==> config.mk <==
export PLATFORM = sky130hd
export DESIGN_NAME = multicycle_control_fsm_flat
export DESIGN_NICKNAME = d
export VERILOG_FILES = /design/src/rtl/multicycle_control_fsm_if.sv /design/src/rtl/multicycle_control_fsm.sv /design/src/flat_wrapper.sv
export SDC_FILE = /design/constraint.sdc
export NUM_CORES = 1
export LEC_CHECK = 0
export ABC_AREA = 1
export CAP_MARGIN = 15
export CORE_AREA = 10 10 142 79
export CTS_CLUSTER_SIZE = 40
export DETAILED_ROUTE_END_ITERATION = 16
export DIE_AREA = 0 0 152 89
export GPL_ROUTABILITY_DRIVEN = 0
export PLACE_DENSITY = 0.52
export SLEW_MARGIN = 40
export SYNTH_ARGS = -nofsm -noshare
export SYNTH_HDL_FRONTEND = slang
export SYNTH_SLANG_ARGS = --single-unit
==> constraint.sdc <==
create_clock -name clk -period 7.9 [get_ports clk]
set_input_delay 1.58 -clock clk [delete_from_list [all_inputs] [get_ports clk]]
set_output_delay 1.58 -clock clk [all_outputs]
set_load 0.05 [all_outputs]
==> src/rtl/multicycle_control_fsm_if.sv <==
// +--------------------------------------------------------------------+
// | multicycle_control_fsm_if: request/ready port to the unified memory |
// | Rev 1.0                                                            |
// +--------------------------------------------------------------------+
`default_nettype none

interface multicycle_control_fsm_if;
  logic mem_req;
  logic mem_write;
  logic i_or_d;
  logic mem_ready;

  modport master (output mem_req, output mem_write, output i_or_d, input mem_ready);
  modport slave  (input mem_req, input mem_write, input i_or_d, output mem_ready);
endinterface

`default_nettype wire

==> src/rtl/multicycle_control_fsm.sv <==
// +--------------------------------------------------------------------+
// | multicycle_control_fsm: RV32I multi-cycle control sequencer         |
// | Rev 1.0                                                            |
// +--------------------------------------------------------------------+
`default_nettype none

module multicycle_control_fsm #(
  parameter int MEM_TIMEOUT = 16,
  parameter int CNT_W       = 32
) (
  input  logic                      clk,
  input  logic                      reset,
  input  logic [6:0]                opcode,
  input  logic                      alu_bcond,
  input  logic                      halt_cond,
  multicycle_control_fsm_if.master  mem,
  output logic                      ir_write,
  output logic                      mdr_write,
  output logic                      aluout_write,
  output logic                      alu_src_a,
  output logic [1:0]                alu_src_b,
  output logic [1:0]                alu_op,
  output logic                      reg_write,
  output logic [1:0]                wb_sel,
  output logic                      pc_write,
  output logic                      pc_source,
  output logic                      is_halted,
  output logic                      fault,
  output logic [2:0]                state,
  output logic [CNT_W-1:0]          instret
);

  typedef enum logic [2:0] {
    S_IF    = 3'd0,
    S_ID    = 3'd1,
    S_EX    = 3'd2,
    S_MEM   = 3'd3,
    S_WB    = 3'd4,
    S_HALT  = 3'd5,
    S_FAULT = 3'd6
  } state_t;

  localparam logic [6:0] C_OP_R      = 7'b0110011;
  localparam logic [6:0] C_OP_IMM    = 7'b0010011;
  localparam logic [6:0] C_OP_LUI    = 7'b0110111;
  localparam logic [6:0] C_OP_AUIPC  = 7'b0010111;
  localparam logic [6:0] C_OP_LOAD   = 7'b0000011;
  localparam logic [6:0] C_OP_STORE  = 7'b0100011;
  localparam logic [6:0] C_OP_JAL    = 7'b1101111;
  localparam logic [6:0] C_OP_JALR   = 7'b1100111;
  localparam logic [6:0] C_OP_BRANCH = 7'b1100011;
  localparam logic [6:0] C_OP_SYSTEM = 7'b1110011;

  localparam int              WAIT_W     = $clog2(MEM_TIMEOUT + 2);
  localparam logic [WAIT_W-1:0] WAIT_LIMIT = WAIT_W'(MEM_TIMEOUT);
  localparam bit              TIMEOUT_EN = (MEM_TIMEOUT > 0);

  state_t             state_q, state_d;
  logic [WAIT_W-1:0]  wait_q, wait_d;
  logic [CNT_W-1:0]   instret_q, instret_d;

  logic req_c, wr_c, iod_c, irw_c, mdrw_c, aow_c, rw_c, pcw_c, halt_ret_c;

  always_comb begin
    state_d      = state_q;
    req_c        = 1'b0;
    wr_c         = 1'b0;
    iod_c        = 1'b0;
    irw_c        = 1'b0;
    mdrw_c       = 1'b0;
    aow_c        = 1'b0;
    rw_c         = 1'b0;
    pcw_c        = 1'b0;
    halt_ret_c   = 1'b0;
    alu_src_a    = 1'b0;
    alu_src_b    = 2'd0;
    alu_op       = 2'd0;
    wb_sel       = 2'd0;
    pc_source    = 1'b0;

    case (state_q)
      S_IF: begin
        req_c = 1'b1;
        if (mem.mem_ready) begin
          irw_c   = 1'b1;
          state_d = S_ID;
        end
      end
      // Speculatively form PC+imm so JAL and branches find their target in ALUOut.
      S_ID: begin
        aow_c     = 1'b1;
        alu_src_b = 2'd2;
        case (opcode)
          C_OP_JAL: state_d = S_WB;
          C_OP_SYSTEM: begin
            if (halt_cond) begin
              halt_ret_c = 1'b1;
              state_d    = S_HALT;
            end else begin
              pcw_c   = 1'b1;
              state_d = S_IF;
            end
          end
          C_OP_R, C_OP_IMM, C_OP_LUI, C_OP_AUIPC, C_OP_LOAD,
          C_OP_STORE, C_OP_JALR, C_OP_BRANCH: state_d = S_EX;
          default: state_d = S_FAULT;
        endcase
      end
      S_EX: begin
        aow_c   = 1'b1;
        state_d = S_WB;
        case (opcode)
          C_OP_R:      begin alu_src_a = 1'b1; alu_src_b = 2'd0; alu_op = 2'd2; end
          C_OP_IMM:    begin alu_src_a = 1'b1; alu_src_b = 2'd2; alu_op = 2'd2; end
          C_OP_LUI:    begin alu_src_b = 2'd2; alu_op = 2'd3; end
          C_OP_AUIPC:  begin alu_src_b = 2'd2; alu_op = 2'd0; end
          C_OP_JALR:   begin alu_src_a = 1'b1; alu_src_b = 2'd2; alu_op = 2'd0; end
          C_OP_LOAD, C_OP_STORE: begin
            alu_src_a = 1'b1;
            alu_src_b = 2'd2;
            state_d   = S_MEM;
          end
          C_OP_BRANCH: begin
            alu_src_a = 1'b1;
            alu_op    = 2'd1;
            aow_c     = 1'b0;
            pcw_c     = 1'b1;
            pc_source = alu_bcond;
            state_d   = S_IF;
          end
          default: begin
            aow_c   = 1'b0;
            state_d = S_FAULT;
          end
        endcase
      end
      S_MEM: begin
        req_c = 1'b1;
        iod_c = 1'b1;
        wr_c  = (opcode == C_OP_STORE);
        if (mem.mem_ready) begin
          if (opcode == C_OP_STORE) begin
            pcw_c   = 1'b1;
            state_d = S_IF;
          end else begin
            mdrw_c  = 1'b1;
            state_d = S_WB;
          end
        end
      end
      S_WB: begin
        rw_c    = 1'b1;
        pcw_c   = 1'b1;
        state_d = S_IF;
        if (opcode == C_OP_LOAD) begin
          wb_sel = 2'd1;
        end else if (opcode == C_OP_JAL || opcode == C_OP_JALR) begin
          wb_sel    = 2'd2;
          pc_source = 1'b1;
        end
      end
      default: state_d = state_q;
    endcase

    // A ready arriving on the limit cycle still wins over the timeout.
    if (TIMEOUT_EN && req_c && !mem.mem_ready && wait_q == WAIT_LIMIT) begin
      state_d = S_FAULT;
    end

    if (state_d != state_q && (state_d == S_IF || state_d == S_MEM)) begin
      wait_d = '0;
    end else if (TIMEOUT_EN && req_c && !mem.mem_ready && wait_q != WAIT_LIMIT) begin
      wait_d = wait_q + WAIT_W'(1);
    end else begin
      wait_d = wait_q;
    end

    instret_d = instret_q + CNT_W'(pcw_c | halt_ret_c);
  end

  always_ff @(posedge clk or posedge reset) begin
    if (reset) begin
      state_q   <= S_IF;
      wait_q    <= '0;
      instret_q <= '0;
    end else begin
      state_q   <= state_d;
      wait_q    <= wait_d;
      instret_q <= instret_d;
    end
  end

  assign mem.mem_req   = req_c  & ~reset;
  assign mem.mem_write = wr_c   & ~reset;
  assign mem.i_or_d    = iod_c;
  assign ir_write      = irw_c  & ~reset;
  assign mdr_write     = mdrw_c & ~reset;
  assign aluout_write  = aow_c  & ~reset;
  assign reg_write     = rw_c   & ~reset;
  assign pc_write      = pcw_c  & ~reset;
  assign is_halted     = (state_q == S_HALT);
  assign fault         = (state_q == S_FAULT);
  assign state         = state_q;
  assign instret       = instret_q;

endmodule

`default_nettype wire

==> src/flat_wrapper.sv <==
// flat-port wrapper written by rule: the top's interface ports become plain ports
module multicycle_control_fsm_flat 
#(
  parameter int MEM_TIMEOUT = 16,
  parameter int CNT_W       = 32
)
  (clk, reset, opcode, alu_bcond, halt_cond, ir_write, mdr_write, aluout_write, alu_src_a, alu_src_b, alu_op, reg_write, wb_sel, pc_write, pc_source, is_halted, fault, state, instret, mem_mem_req, mem_mem_write, mem_i_or_d, mem_mem_ready);
  multicycle_control_fsm_if mem_i ();
  input  logic clk;
  input  logic reset;
  input  logic [6:0] opcode;
  input  logic alu_bcond;
  input  logic halt_cond;
  output logic ir_write;
  output logic mdr_write;
  output logic aluout_write;
  output logic alu_src_a;
  output logic [1:0] alu_src_b;
  output logic [1:0] alu_op;
  output logic reg_write;
  output logic [1:0] wb_sel;
  output logic pc_write;
  output logic pc_source;
  output logic is_halted;
  output logic fault;
  output logic [2:0] state;
  output logic [CNT_W-1:0] instret;
  output wire logic [$bits(mem_i.mem_req)-1:0] mem_mem_req;
  output wire logic [$bits(mem_i.mem_write)-1:0] mem_mem_write;
  output wire logic [$bits(mem_i.i_or_d)-1:0] mem_i_or_d;
  input wire logic [$bits(mem_i.mem_ready)-1:0] mem_mem_ready;
  assign mem_mem_req = mem_i.mem_req;
  assign mem_mem_write = mem_i.mem_write;
  assign mem_i_or_d = mem_i.i_or_d;
  assign mem_i.mem_ready = mem_mem_ready;
  multicycle_control_fsm #(.MEM_TIMEOUT(MEM_TIMEOUT), .CNT_W(CNT_W)) u_core (.clk(clk), .reset(reset), .opcode(opcode), .alu_bcond(alu_bcond), .halt_cond(halt_cond), .mem(mem_i), .ir_write(ir_write), .mdr_write(mdr_write), .aluout_write(aluout_write), .alu_src_a(alu_src_a), .alu_src_b(alu_src_b), .alu_op(alu_op), .reg_write(reg_write), .wb_sel(wb_sel), .pc_write(pc_write), .pc_source(pc_source), .is_halted(is_halted), .fault(fault), .state(state), .instret(instret));
endmodule
==> results of run 1 <==
report_power, final:
part	switching [W]	total, W	internal (W)
registers	0.0000000400	0.000205	0.000205
clock network	0.0000739	0.000188	0.000115
logic	0.0000133	0.0000200	0.00000678
flip-flops by register name, indices dropped and copies added (netlist names):
name / cells
u_core.state: 3
u_core.wait_q: 5
u_core.instret: 32
Yosys cell counts (all sizes together):
| cell | n | area share |
|---|---|---|
| nand2 | 73 | 0.12 |
| inv | 49 | 0.072 |
| nor2 | 46 | 0.085 |
| dfrtp | 40 | 0.39 |
| xor2 | 23 | 0.079 |
| nand3 | 20 | 0.052 |
| nor3 | 18 | 0.046 |
| nand4 | 13 | 0.032 |
| xnor2 | 10 | 0.034 |
| nor4 | 9 | 0.022 |
| a21oi | 8 | 0.017 |
| o21ai | 5 | 0.0098 |
| ha | 4 | 0.020 |
| a31oi | 2 | 0.0049 |
| buf | 2 | 0.0049 |
| and3 | 1 | 0.0029 |
| clkbuf | 1 | 0.0015 |
| conb | 1 | 0.0015 |
| nand3b | 1 | 0.0029 |
| o211ai | 1 | 0.0029 |
| o22ai | 1 | 0.0025 |
worst max-delay path by stage:
| stage | endpoint | depth (start not counted) |
|---|---|---|
| 6_report | pc_write | 9 |
| 2_1_floorplan | alu_src_b[1] | 5 |
| 3_3_place_gp | pc_write | 9 |
| 5_1_grt | pc_write | 9 |
| 3_5_place_dp | aluout_write | 8 |
| 4_1_cts | aluout_write | 8 |
cell families (layout without fill, tap and decap cells):
group | count (synthesis) | in the layout
buf+inv | 52 | 120
simple gates | 181 | 181
compound gates | 17 | 17
fa+ha+maj | 4 | 4
flops | 40 | 40
other cells | 1 | 1
xor+xnor | 33 | 33
routing by layer:
| layer | up-vias | GRT usage | part of all wire |
|---|---|---|---|
| met5 | - | 0 | 0 |
| met1 | 1116 | 0.173 | 0.53 |
| met4 | 0 | 0.0278 | 0.0097 |
| met3 | 8 | 0.0336 | 0.082 |
| met2 | 113 | 0.143 | 0.38 |
| li1 | 1197 | - | - |
metrics by stage:
| step | setup WS (ns) | power [W] | util | instance area (sq um) | instances |
|---|---|---|---|---|---|
| after floorplan | 3.13 | 0.000219 | - | 2550 | 328 |
| after global placement | 2.47 | 0.000228 | 0.372 | 3330 | 510 |
| after detailed placement | 2.40 | 0.000229 | 0.372 | 3330 | 510 |
| after CTS | 2.40 | 0.000420 | 0.387 | 3460 | 517 |
| after global routing | 2.18 | 0.000433 | 0.387 | 3460 | 517 |
| final | 2.32 | 0.000414 | 0.387 | 3460 | 517 |
worst register-to-register path, stage by stage, from the launching register on:
cell and delay (ns):
dfrtp_1 0.41, inv_1 0.22, nand3_1 0.27, nor3_1 0.24
nor4_1 0.08, o21ai_0 0.14, ha_1 0.27, ha_1 0.27
nand3_2 0.17, nor2_1 0.15, nand2_2 0.10, nor2_4 0.12
nand2_2 0.08, nor2_4 0.10, nand2_2 0.11, nor3_2 0.14
xor2_1 0.17
final cells by class:
type,instances,area [sq um],area share
clock buffers,6,129,0.0372
multi-input cells,236,1350,0.391
inverters,49,184,0.0531
clock inverters,1,5.00,0.00145
flip-flops and latches,40,1000,0.289
well taps,121,151,0.0437
repair buffers,64,638,0.184
==> results.ini, run 1 <==
[global_route]
grt_first_pass_wirelength_um = 12300
grt-ovfl-total = 0
gr-usage-all-layers = 0.113
antenna_found_initial = 0
grt_max_degree = 41
first_global_vias = 2199

[route]
drt-initial-drc-count = 248
antenna_left = 0
drc_errors = 0
avgViaCountPerCell = 4.71
wl_per_cell_um = 14.8
via_count = 2434
firstDrtPassIters = 5
drt-total-wl_um = 7660

[final_layout]
drive_above_1_share = 0.0884
mostFrequentLayoutCell = nand2_1
num_antenna_cells = 0
final_cell_mix = 66 x nand2_1, 63 x clkdlybuf4s50_1, 49 x inv_1
n_fill_cell = 922
fin_nets = 412
layout-area-overhead-vs-synth_pct = 35.5

[yosys]
synth.distinct_cells = 31
ys_seq_area_frac = 0.392
ys_seq_elements = 40
synth-compound-area-share = 0.0372
syn_avg_cell_area_sq_um = 7.79
syn_inst = 328
synth_fa_ha_area_frac = 0.0196
synth_top_family_by_area = simple AND/OR/NAND/NOR gates
synth-simple-area-share = 0.358
yosys_warnings = 0
syn-num-nets = 344
synthXorXnorAreaFrac = 0.113
synth.area.mux_share = 0
synth_area_sq_mm = 0.00255

[sta]
timing.hold.ws_ns = 0.468
worst-slew-pin-transition_ns = 0.541
maxSlewHeadroom = 0.638
fmax_ghz = 0.179
worst_clock_skew_ns = 0.00385
setup_violations = 0
rsz0062_at_grt = no
slew_violations = 0
period_needed_ns = 5.58
hold_viol_final = 0
post-route-period-util = 0.707
fin_setup_tns_ns = 0

[worst_setup_path]
path_common_cell = clkdlybuf4s50_1
reg2reg_depth = 16
worstPathArrival_ns = 4.00
critPathLaunchType = input pin
crit_slowest_cell = clkdlybuf4s50_1
worstReg2RegEnd = u_core.instret[22]$_DFF_PP0_
critPathRequiredTime_ns = 6.32
reg2reg_from = u_core.state[2]$_DFF_PP0_
critPathKind = in2out
cp-end-kind = output port
crit_family = buffers and inverters
crit_chain = clkdlybuf4s50_1 -> inv_1 -> nand2_1 -> nor2_2 -> nand4_1 -> nor3_1 -> nor4_1 -> nor2_1 -> clkdlybuf4s50_1
cpPeakStageDelay_ns = 0.82
path_max_fanout = 8
reg2reg_slack_ns = 4.77
crit_buf_inv = 3
startpoint = opcode[2]

[hold_path]
whs_path_depth = 1
hp-class = reg2reg
hold_end = u_core.instret[31]$_DFF_PP0_
hp-start = u_core.instret[31]$_DFF_PP0_

[placement]
post-dp-hpwl_um = 6390
port_buffers = 63

[die]
die_area_sq_mm = 0.0135
die_h_um = 89
rows = 25
fp.coreArea_sq_mm = 0.00895
ios = 65
initial_utilization = 0.286
die_w_um = 152

[power]
vdd_ir_drop_max_uv = 63.9
p_leak_nw = 1.61
power-per-cell-area_mw_per_mm2 = 119

[clock_network]
cts.sink_count = 40
postCtsResizedCells = 0
hold_buffers = 0
cts_tree = done
cts_htree_levels = 2
insertion_delay_ns = 0.28
cts-root-buf = clkbuf_16
cts_setup_buffers = 0
clockBufferDepth = 2
path_clk_slew_ns = 0.06
cts-buffers-inserted = 5

[flow_run]
maxCapViolations = 0

[outcome]
status = completed

No activity file was read; power rests on OpenSTA's default activity.
==> run 2, diff against run 1 <==
--- a/config.mk
+++ b/config.mk
@@ -12,7 +12,7 @@
 export DETAILED_ROUTE_END_ITERATION = 16
 export DIE_AREA = 0 0 152 89
 export GPL_ROUTABILITY_DRIVEN = 0
-export PLACE_DENSITY = 0.52
+export PLACE_DENSITY = 0.54
 export SLEW_MARGIN = 40
 export SYNTH_ARGS = -nofsm -noshare
 export SYNTH_HDL_FRONTEND = slang
==> constraint.sdc (replaced) <==
create_clock -name clk -period 5.1 [get_ports clk]
set_input_delay 1.02 -clock clk [delete_from_list [all_inputs] [get_ports clk]]
set_output_delay 1.02 -clock clk [all_outputs]
set_load 0.05 [all_outputs]
==> run 2 against run 1 <==
  * Total power is 56% higher
  * Sequential power is 55% higher
  * Highest routed layer unchanged
  * Die area stayed put
  * Sequential cell count stayed put
==> results.ini, run 2 (same netlist as run 1, synthesis figures left out) <==
[die]
die_h_um = 89  ; unchanged
die_area_sq_mm = 0.0135  ; unchanged
initial_utilization = 0.286  ; unchanged
ios = 65  ; unchanged
rows = 25  ; unchanged
die_w_um = 152  ; unchanged
fp.coreArea_sq_mm = 0.00895  ; unchanged

[clock_network]
insertion_delay_ns = 0.28  ; about the same
cts-buffers-inserted = 5  ; unchanged
hold_buffers = 0  ; unchanged
path_clk_slew_ns = 0.06  ; about the same
cts_tree = done  ; unchanged
clockBufferDepth = 2  ; unchanged
cts.sink_count = 40  ; unchanged
cts_setup_buffers = 0  ; unchanged
cts_htree_levels = 2  ; unchanged
cts-root-buf = clkbuf_16  ; unchanged
postCtsResizedCells = 0  ; unchanged

[final_layout]
drive_above_1_share = 0.0884  ; unchanged
final_cell_mix = 66 x nand2_1, 63 x clkdlybuf4s50_1, 49 x inv_1  ; unchanged
largest_reg_flops = 32  ; unchanged
fin_nets = 412  ; unchanged
mostFrequentLayoutCell = nand2_1  ; unchanged
design_area_sq_mm = 0.00346  ; unchanged
layout-area-overhead-vs-synth_pct = 35.5  ; unchanged
num_antenna_cells = 0  ; unchanged

[sta]
timing.hold.ws_ns = 0.470  ; was 0.468 ns
rsz0062_at_grt = no  ; unchanged
hold_viol_final = 0  ; unchanged
worst_clock_skew_ns = 0.00619  ; was 0.00385 ns
maxSlewHeadroom = 0.448  ; was 0.638
post-route-period-util = 0.866
fmax_ghz = 0.226
fin_setup_tns_ns = 0  ; unchanged
worst-slew-pin-transition_ns = 0.820  ; was 0.541 ns
slew_violations = 0  ; unchanged
setup_slack_ns = 0.684  ; was 2.32 ns
period_needed_ns = 4.42
setup_violations = 0  ; unchanged

[hold_path]
hp-class = reg2reg  ; unchanged

[route]
antenna_left = 0  ; unchanged
firstDrtPassIters = 5  ; unchanged
wl_per_cell_um = 15.1  ; was 14.8 um
via_count = 2408  ; was 2434
drt-total-wl_um = 7820  ; was 7660 um
avgViaCountPerCell = 4.66  ; was 4.71
drt-initial-drc-count = 178  ; was 248
drc_errors = 0  ; unchanged

[power]
power.switching_w = 0.000141  ; was 0.0000872 W
clockPowerShare = 0.463  ; was 0.456
power.share.switching = 0.218  ; was 0.211
internal_power_w = 0.000506  ; was 0.000326 W
p_total_w = 0.000647  ; was 0.000414 W
p_leak_nw = 1.61  ; unchanged
power-per-cell-area_mw_per_mm2 = 187  ; was 119 mW/mm^2
power_frac_seq = 0.491  ; was 0.496
p_comb_frac = 0.047  ; was 0.048
vdd_ir_drop_max_uv = 124  ; was 63.9 uV

[global_route]
antenna_found_initial = 0  ; unchanged
globalRoute.busiestLayer = met1  ; unchanged
grt_util_met2 = 0.148  ; was 0.143
use_met1 = 0.170  ; was 0.173
gr-usage-all-layers = 0.114  ; was 0.113
grt-ovfl-total = 0  ; unchanged
grt_use_met3 = 0.0327  ; was 0.0336
grt_max_degree = 33  ; was 41
first_global_vias = 2219  ; was 2199
grt_first_pass_wirelength_um = 12400  ; was 12300 um

[outcome]
status = completed  ; unchanged

[flow_run]
maxCapViolations = 0  ; unchanged

[worst_setup_path]
cp-end-kind = output port  ; unchanged
critPathKind = in2out  ; unchanged
critPathRequiredTime_ns = 4.08  ; was 6.32 ns
worstPathArrival_ns = 3.40  ; was 4.00 ns
path_max_fanout = 8  ; unchanged
critPathLaunchType = input pin  ; unchanged

[placement]
post-dp-hpwl_um = 6390  ; about the same
dp_slack_ns = 0.742  ; was 2.40 ns
port_buffers = 63  ; unchanged
postPlaceCellArea_sq_mm = 0.00333  ; unchanged

[run 2: cell type report]
type / count / area (sq um)
multi-input combinational: 236 / 1350
sequential: 40 / 1000
clock buffer: 6 / 129
fill: 930 / 5480
timing repair buffer: 64 / 638
clock inverter: 1 / 5.00
inverter: 49 / 184
tap: 121 / 151
[run 2: worst paths after layout]
kind | from | cells after the start | slack (ns) | endpoint
max | opcode[3] | 9 | 0.68 | pc_write
min | u_core.instret[31]$_DFF_PP0_ | 1 | 0.47 | u_core.instret[31]$_DFF_PP0_
max reg2reg | u_core.state[2]$_DFF_PP0_ | 16 | 2.00 | u_core.instret[22]$_DFF_PP0_
min reg2reg | u_core.instret[31]$_DFF_PP0_ | 1 | 0.47 | u_core.instret[31]$_DFF_PP0_
max in group asynchronous | reset | 3 | 3.08 | u_core.instret[2]$_DFF_PP0_
min in group asynchronous | reset | 2 | 1.29 | u_core.instret[12]$_DFF_PP0_
[run 2: per-layer routing]
metal | vias up | share of wire | wire, um
met1 | 1114 | 0.54 | 4200
met2 | 89 | 0.37 | 2930
met3 | 12 | 0.071 | 557
met5 | - | 0 | 0
met4 | 0 | 0.017 | 134
li1 | 1193 | - | -
[run 2: power groups by stage]
stage	clock, W	combinational, W	sequential (W)
after global placement	0	0.0000302	0.000323
after floorplan	0	0.0000158	0.000324
after detailed placement	0	0.0000303	0.000323
after CTS	0.000308	0.0000304	0.000318
after global routing	0.000323	0.0000334	0.000317
final	0.000299	0.0000302	0.000318
[run 2: worst max-delay path, stage by stage]
cell and delay (ns):
clkdlybuf4s50_1 0.47, inv_1 0.10, nand2_1 0.06, nor2_2 0.24
nand4_1 0.19, nor3_1 0.30, nor4_1 0.10, nor2_1 0.09
clkdlybuf4s50_1 0.82
[run 2: stage by stage]
step,utilization,std cells
floorplan,-,328
global placement,0.372,510
detailed placement,0.372,510
CTS,0.387,517
global route,0.387,517
finish,0.387,517
==> run 3, diff against run 2 <==
--- a/config.mk
+++ b/config.mk
@@ -7,13 +7,12 @@
 export LEC_CHECK = 0
 export ABC_AREA = 1
 export CAP_MARGIN = 15
-export CORE_AREA = 10 10 142 79
+export CORE_AREA = 10 10 134 75
 export CTS_CLUSTER_SIZE = 40
 export DETAILED_ROUTE_END_ITERATION = 16
-export DIE_AREA = 0 0 152 89
+export DIE_AREA = 0 0 144 85
 export GPL_ROUTABILITY_DRIVEN = 0
-export PLACE_DENSITY = 0.54
-export SLEW_MARGIN = 40
+export PLACE_DENSITY = 0.6
 export SYNTH_ARGS = -nofsm -noshare
 export SYNTH_HDL_FRONTEND = slang
 export SYNTH_SLANG_ARGS = --single-unit
==> run 3 against run 2 <==
  * Combinational power is essentially flat
  * Fmax up 1.2%
  * Critical path depth is the same
  * Sequential power about the same
  * Total power up 3.1%
  * Utilization grew 6.0 points
  * Final area shrank 0.11%
  * Clock-buffer cell count stayed put
  * Critical endpoint unchanged
  * Largest cell class unchanged
==> results.ini, run 3 (same netlist as run 1, synthesis figures left out) <==
[worst_setup_path]
cp-end-kind = output port  ; unchanged
crit_chain = clkdlybuf4s50_1 -> inv_1 -> nand2_1 -> nor2_2 -> nand4_1 -> nor3_1 -> nor4_1 -> nor2_1 -> clkdlybuf4s50_1  ; unchanged
critPathKind = in2out  ; unchanged
worstPathArrival_ns = 3.34  ; was 3.40 ns
critPathLaunchType = input pin  ; unchanged
path_max_fanout = 8  ; unchanged
path_common_cell = clkdlybuf4s50_1  ; unchanged
critPathRequiredTime_ns = 4.08  ; about the same
cpPeakStageDelay_ns = 0.81  ; was 0.82 ns
crit_slowest_cell = clkdlybuf4s50_1  ; unchanged
crit_buf_inv = 3  ; unchanged
crit_family = buffers and inverters  ; unchanged

[clock_network]
clockBufferDepth = 2  ; unchanged
postCtsResizedCells = 0  ; unchanged
hold_buffers = 0  ; unchanged
cts_htree_levels = 2  ; unchanged
cts-buffers-inserted = 5  ; unchanged
cts.sink_count = 40  ; unchanged
path_clk_slew_ns = 0.06  ; about the same
cts_tree = done  ; unchanged
cts_setup_buffers = 0  ; unchanged
insertion_delay_ns = 0.29  ; was 0.28 ns
cts-root-buf = clkbuf_16  ; unchanged

[sta]
maxSlewHeadroom = 0.637  ; was 0.448
setup_slack_ns = 0.739  ; was 0.684 ns
slew_violations = 0  ; unchanged
fmax_ghz = 0.229  ; was 0.226 GHz
worst_clock_skew_ns = 0.00731  ; was 0.00619 ns
period_needed_ns = 4.36  ; was 4.42 ns
hold_viol_final = 0  ; unchanged
timing.hold.ws_ns = 0.477  ; was 0.470 ns
worst-slew-pin-transition_ns = 0.543  ; was 0.820 ns
fin_setup_tns_ns = 0  ; unchanged
rsz0062_at_grt = no  ; unchanged
post-route-period-util = 0.855  ; was 0.866
setup_violations = 0  ; unchanged

[final_layout]
stdcell_count = 498  ; was 517
utilization = 0.447  ; was 0.387
fin_nets = 413  ; was 412
mostFrequentLayoutCell = nand2_1  ; unchanged
layout-area-overhead-vs-synth_pct = 35.4  ; was 35.5%
drive_above_1_share = 0.0955  ; was 0.0884
largest_reg_flops = 32  ; unchanged
n_fill_cell = 719  ; was 930
final_cell_mix = 66 x nand2_1, 63 x clkdlybuf4s50_1, 49 x inv_1  ; unchanged
num_antenna_cells = 0  ; unchanged

[route]
via_count = 2431  ; was 2408
wl_per_cell_um = 15.7  ; was 15.1 um
drc_errors = 0  ; unchanged
antenna_left = 0  ; unchanged
drt-initial-drc-count = 211  ; was 178
drt-total-wl_um = 7800  ; was 7820 um
firstDrtPassIters = 5  ; unchanged
avgViaCountPerCell = 4.88  ; was 4.66

[die]
die_area_sq_mm = 0.0122  ; was 0.0135 sq mm
die_w_um = 144  ; was 152 um
ios = 65  ; unchanged
rows = 23  ; was 25
fp.coreArea_sq_mm = 0.00774  ; was 0.00895 sq mm
initial_utilization = 0.330  ; was 0.286
die_h_um = 85  ; was 89 um

[placement]
dp_slack_ns = 0.801  ; was 0.742 ns
post-dp-hpwl_um = 6280  ; was 6390 um
placed_cells = 490  ; was 510
port_buffers = 63  ; unchanged

[power]
clockPowerShare = 0.479  ; was 0.463
power_frac_seq = 0.476  ; was 0.491
p_leak_nw = 1.63  ; was 1.61 nW
power.switching_w = 0.000146  ; was 0.000141 W
p_comb_frac = 0.045  ; was 0.047
internal_power_w = 0.000521  ; was 0.000506 W
vdd_ir_drop_max_uv = 102  ; was 124 uV
power-per-cell-area_mw_per_mm2 = 193  ; was 187 mW/mm^2
power.share.switching = 0.219  ; was 0.218

[flow_run]
maxCapViolations = 0  ; unchanged

[global_route]
first_global_vias = 2290  ; was 2219
gr-usage-all-layers = 0.132  ; was 0.114
antenna_found_initial = 0  ; unchanged
grt_max_degree = 41  ; was 33
grt-ovfl-total = 0  ; unchanged
grt_first_pass_wirelength_um = 12700  ; was 12400 um

[outcome]
status = completed  ; unchanged

[hold_path]
hp-class = reg2reg  ; unchanged

## run 3: path summary, 6_finish.rpt
kind / cells after the start / slack, ns / to / from
setup / recovery: 9 / 0.74 / pc_write / opcode[3]
hold / removal: 1 / 0.48 / u_core.instret[31]$_DFF_PP0_ / u_core.instret[31]$_DFF_PP0_
setup reg to reg: 16 / 1.94 / u_core.instret[22]$_DFF_PP0_ / u_core.state[2]$_DFF_PP0_
hold reg to reg: 1 / 0.48 / u_core.instret[31]$_DFF_PP0_ / u_core.instret[31]$_DFF_PP0_
max in group asynchronous: 3 / 3.30 / u_core.instret[0]$_DFF_PP0_ / reset
min in group asynchronous: 3 / 1.43 / u_core.wait_q[2]$_DFFE_PP0P_ / reset
## run 3: layout make-up
cell class	instances	area, sq um	share of cell area
flip-flops and latches	40	1000	0.289
well taps	100	125	0.0362
inverters	49	184	0.0532
repair buffers	65	646	0.187
clock buffers	6	139	0.0402
multi-input cells	236	1350	0.391
clock inverters	2	10.0	0.00289
## run 3: per-stage QoR
stage | cell area (sq um) | power (W)
floorplan | 2550 | 0.000340
global placement | 3310 | 0.000354
detailed placement | 3310 | 0.000353
CTS | 3460 | 0.000676
global route | 3460 | 0.000697
finish | 3460 | 0.000667
## run 3: worst register-to-register path: stages (launching register included)
cell and delay [ns]:
dfrtp_1 0.40, inv_1 0.23, nand3_1 0.26, nor3_1 0.26, nor4_1 0.10, o21ai_0 0.14, ha_1 0.26, ha_1 0.25
nand3_2 0.16, nor2_1 0.15, nand2_2 0.10, nor2_4 0.15, nand2_2 0.10, nor2_4 0.12, nand2_2 0.12, nor3_2 0.14
xor2_1 0.16
## run 3: power by group through the flow
| stage | Clock [W] | Combinational (W) | Sequential [W] |
|---|---|---|---|
| 3_5_place_dp | 0 | 0.0000301 | 0.000323 |
| 4_1_cts | 0.000328 | 0.0000302 | 0.000318 |
| 2_1_floorplan | 0 | 0.0000158 | 0.000324 |
| 6_report | 0.000319 | 0.0000300 | 0.000318 |
| 5_1_grt | 0.000346 | 0.0000336 | 0.000317 |
| 3_3_place_gp | 0 | 0.0000302 | 0.000323 |
## run 3: routing by layer
layer  wire length [um]  GRT usage  vias up
li1                   -          -     1194
met1               3990      0.200     1120
met2               3040      0.169      106
met3                627     0.0373       11
met4                131     0.0442        0
met5                  0          0        -
==> RTL change, RTL diff (settings of run 3) <==
`MEM_TIMEOUT` is set to 16 in 2 places; all go to 8.
--- a/src/rtl/multicycle_control_fsm.sv
+++ b/src/rtl/multicycle_control_fsm.sv
@@ -5,7 +5,7 @@
 `default_nettype none
 
 module multicycle_control_fsm #(
-  parameter int MEM_TIMEOUT = 16,
+  parameter int MEM_TIMEOUT = 8,
   parameter int CNT_W       = 32
 ) (
   input  logic                      clk,
--- a/src/flat_wrapper.sv
+++ b/src/flat_wrapper.sv
@@ -1,7 +1,7 @@
 // flat-port wrapper written by rule: the top's interface ports become plain ports
 module multicycle_control_fsm_flat 
 #(
-  parameter int MEM_TIMEOUT = 16,
+  parameter int MEM_TIMEOUT = 8,
   parameter int CNT_W       = 32
 )
   (clk, reset, opcode, alu_bcond, halt_cond, ir_write, mdr_write, aluout_write, alu_src_a, alu_src_b, alu_op, reg_write, wb_sel, pc_write, pc_source, is_halted, fault, state, instret, mem_mem_req, mem_mem_write, mem_i_or_d, mem_mem_ready);
Function: changed (a bounded check fails within 10 cycles, from zero or initial values and one cycle with reset high).
==> RTL change against run 3 <==
Sequential cell count decreased by 1. Area after synthesis down 10%. First-iteration DRC count rose by 25%. Power rose by 0.27%. Routed wire length decreased by 16%. Cell area shrank 7.3%. Worst setup slack worse by 20 ps. Die area unchanged. Largest cell class unchanged.
==> RTL change: results (changes against run 3) <==
Route
  • Metal3 WL: 569 um (-9.3%)
  • Met2 Routed Length: 2460 um (-19%)

Power and ir drop
  • Post-layout power: 669 uW (+0.27%)
  • Leakage: 1.53 nW (-6.2%)

Layout
  • Multi-input logic portion of the cell area: 36.2% (-3.0 points)
  • Share of cells above drive strength 1: 7.51% (-2.0 points)
  • NonClk Buf Share: 19.9% (+1.2 points)
  • Fraction of area in registers: 30.5% (+1.5 points)
  • Nets@finish: 361 (-13%)
  • Final Non-Filler Cells: 446 (-10%)
  • # clk buffers: 7 (+1)

Status
  • Status: complete, no violations

Timing
  • Skew final: 2.18 ps (-5.13 ps)
  • Slew Limit Headroom: 65.2% (+1.5 points)

Placed design
  • DP Cell Count: 438 (-11%)
  • DP Worst Slack: 757 ps (-43.4 ps)

Global route
  • Largest net degree at the start of global routing: 40 (-2.4%)
  • Global-route wire length before repair: 10800 um (-15%)

Yosys
  • Compound-Gate Fraction of Synth Area: 4.14% (+0.42 points)
  • Total nets after synthesis: 293 (-15%)
  • Synth Register Bits: 39 (-2.5%)
  • Commonest cells post-synth: 44 x nand2_1, 40 x nor2_1, 39 x dfrtp_1
  • XOR/XNOR share of the synthesized area: 12.6% (+1.3 points)
  • Post-synthesis sequential area ratio: 42.5% (+3.3 points)

Worst setup path
  • Critical path peak fanout: 4 (-4)
  • R2R Path End: u_core.instret[26]
[RTL change: cell types whose count changed after synthesis, sizes merged, moves of 3 or more]
cell and change:
nand3 +5, nor4 -7, nor2 -3, nor3 -5, a21oi -4, inv -10
nand2 -27
[RTL change: critical path, stage by stage]
cell and delay (ps):
clkdlybuf4s50_1 500, inv_1 90, nor2_1 170, inv_1 60
nor2_1 190, nand3_1 210, o2111a_1 200, nor2_1 100
clkdlybuf4s50_1 830
[RTL change: how the worst max path moves through the flow]
stage	slack (ps)	depth (start not counted)	startpoint	endpoint
after floorplan	1340	6	opcode[5]	aluout_write
after global placement	800	9	opcode[5]	pc_write
after detailed placement	760	9	opcode[5]	pc_write
after CTS	750	9	opcode[5]	pc_write
after global routing	550	9	opcode[5]	pc_write
final	720	9	opcode[5]	pc_write
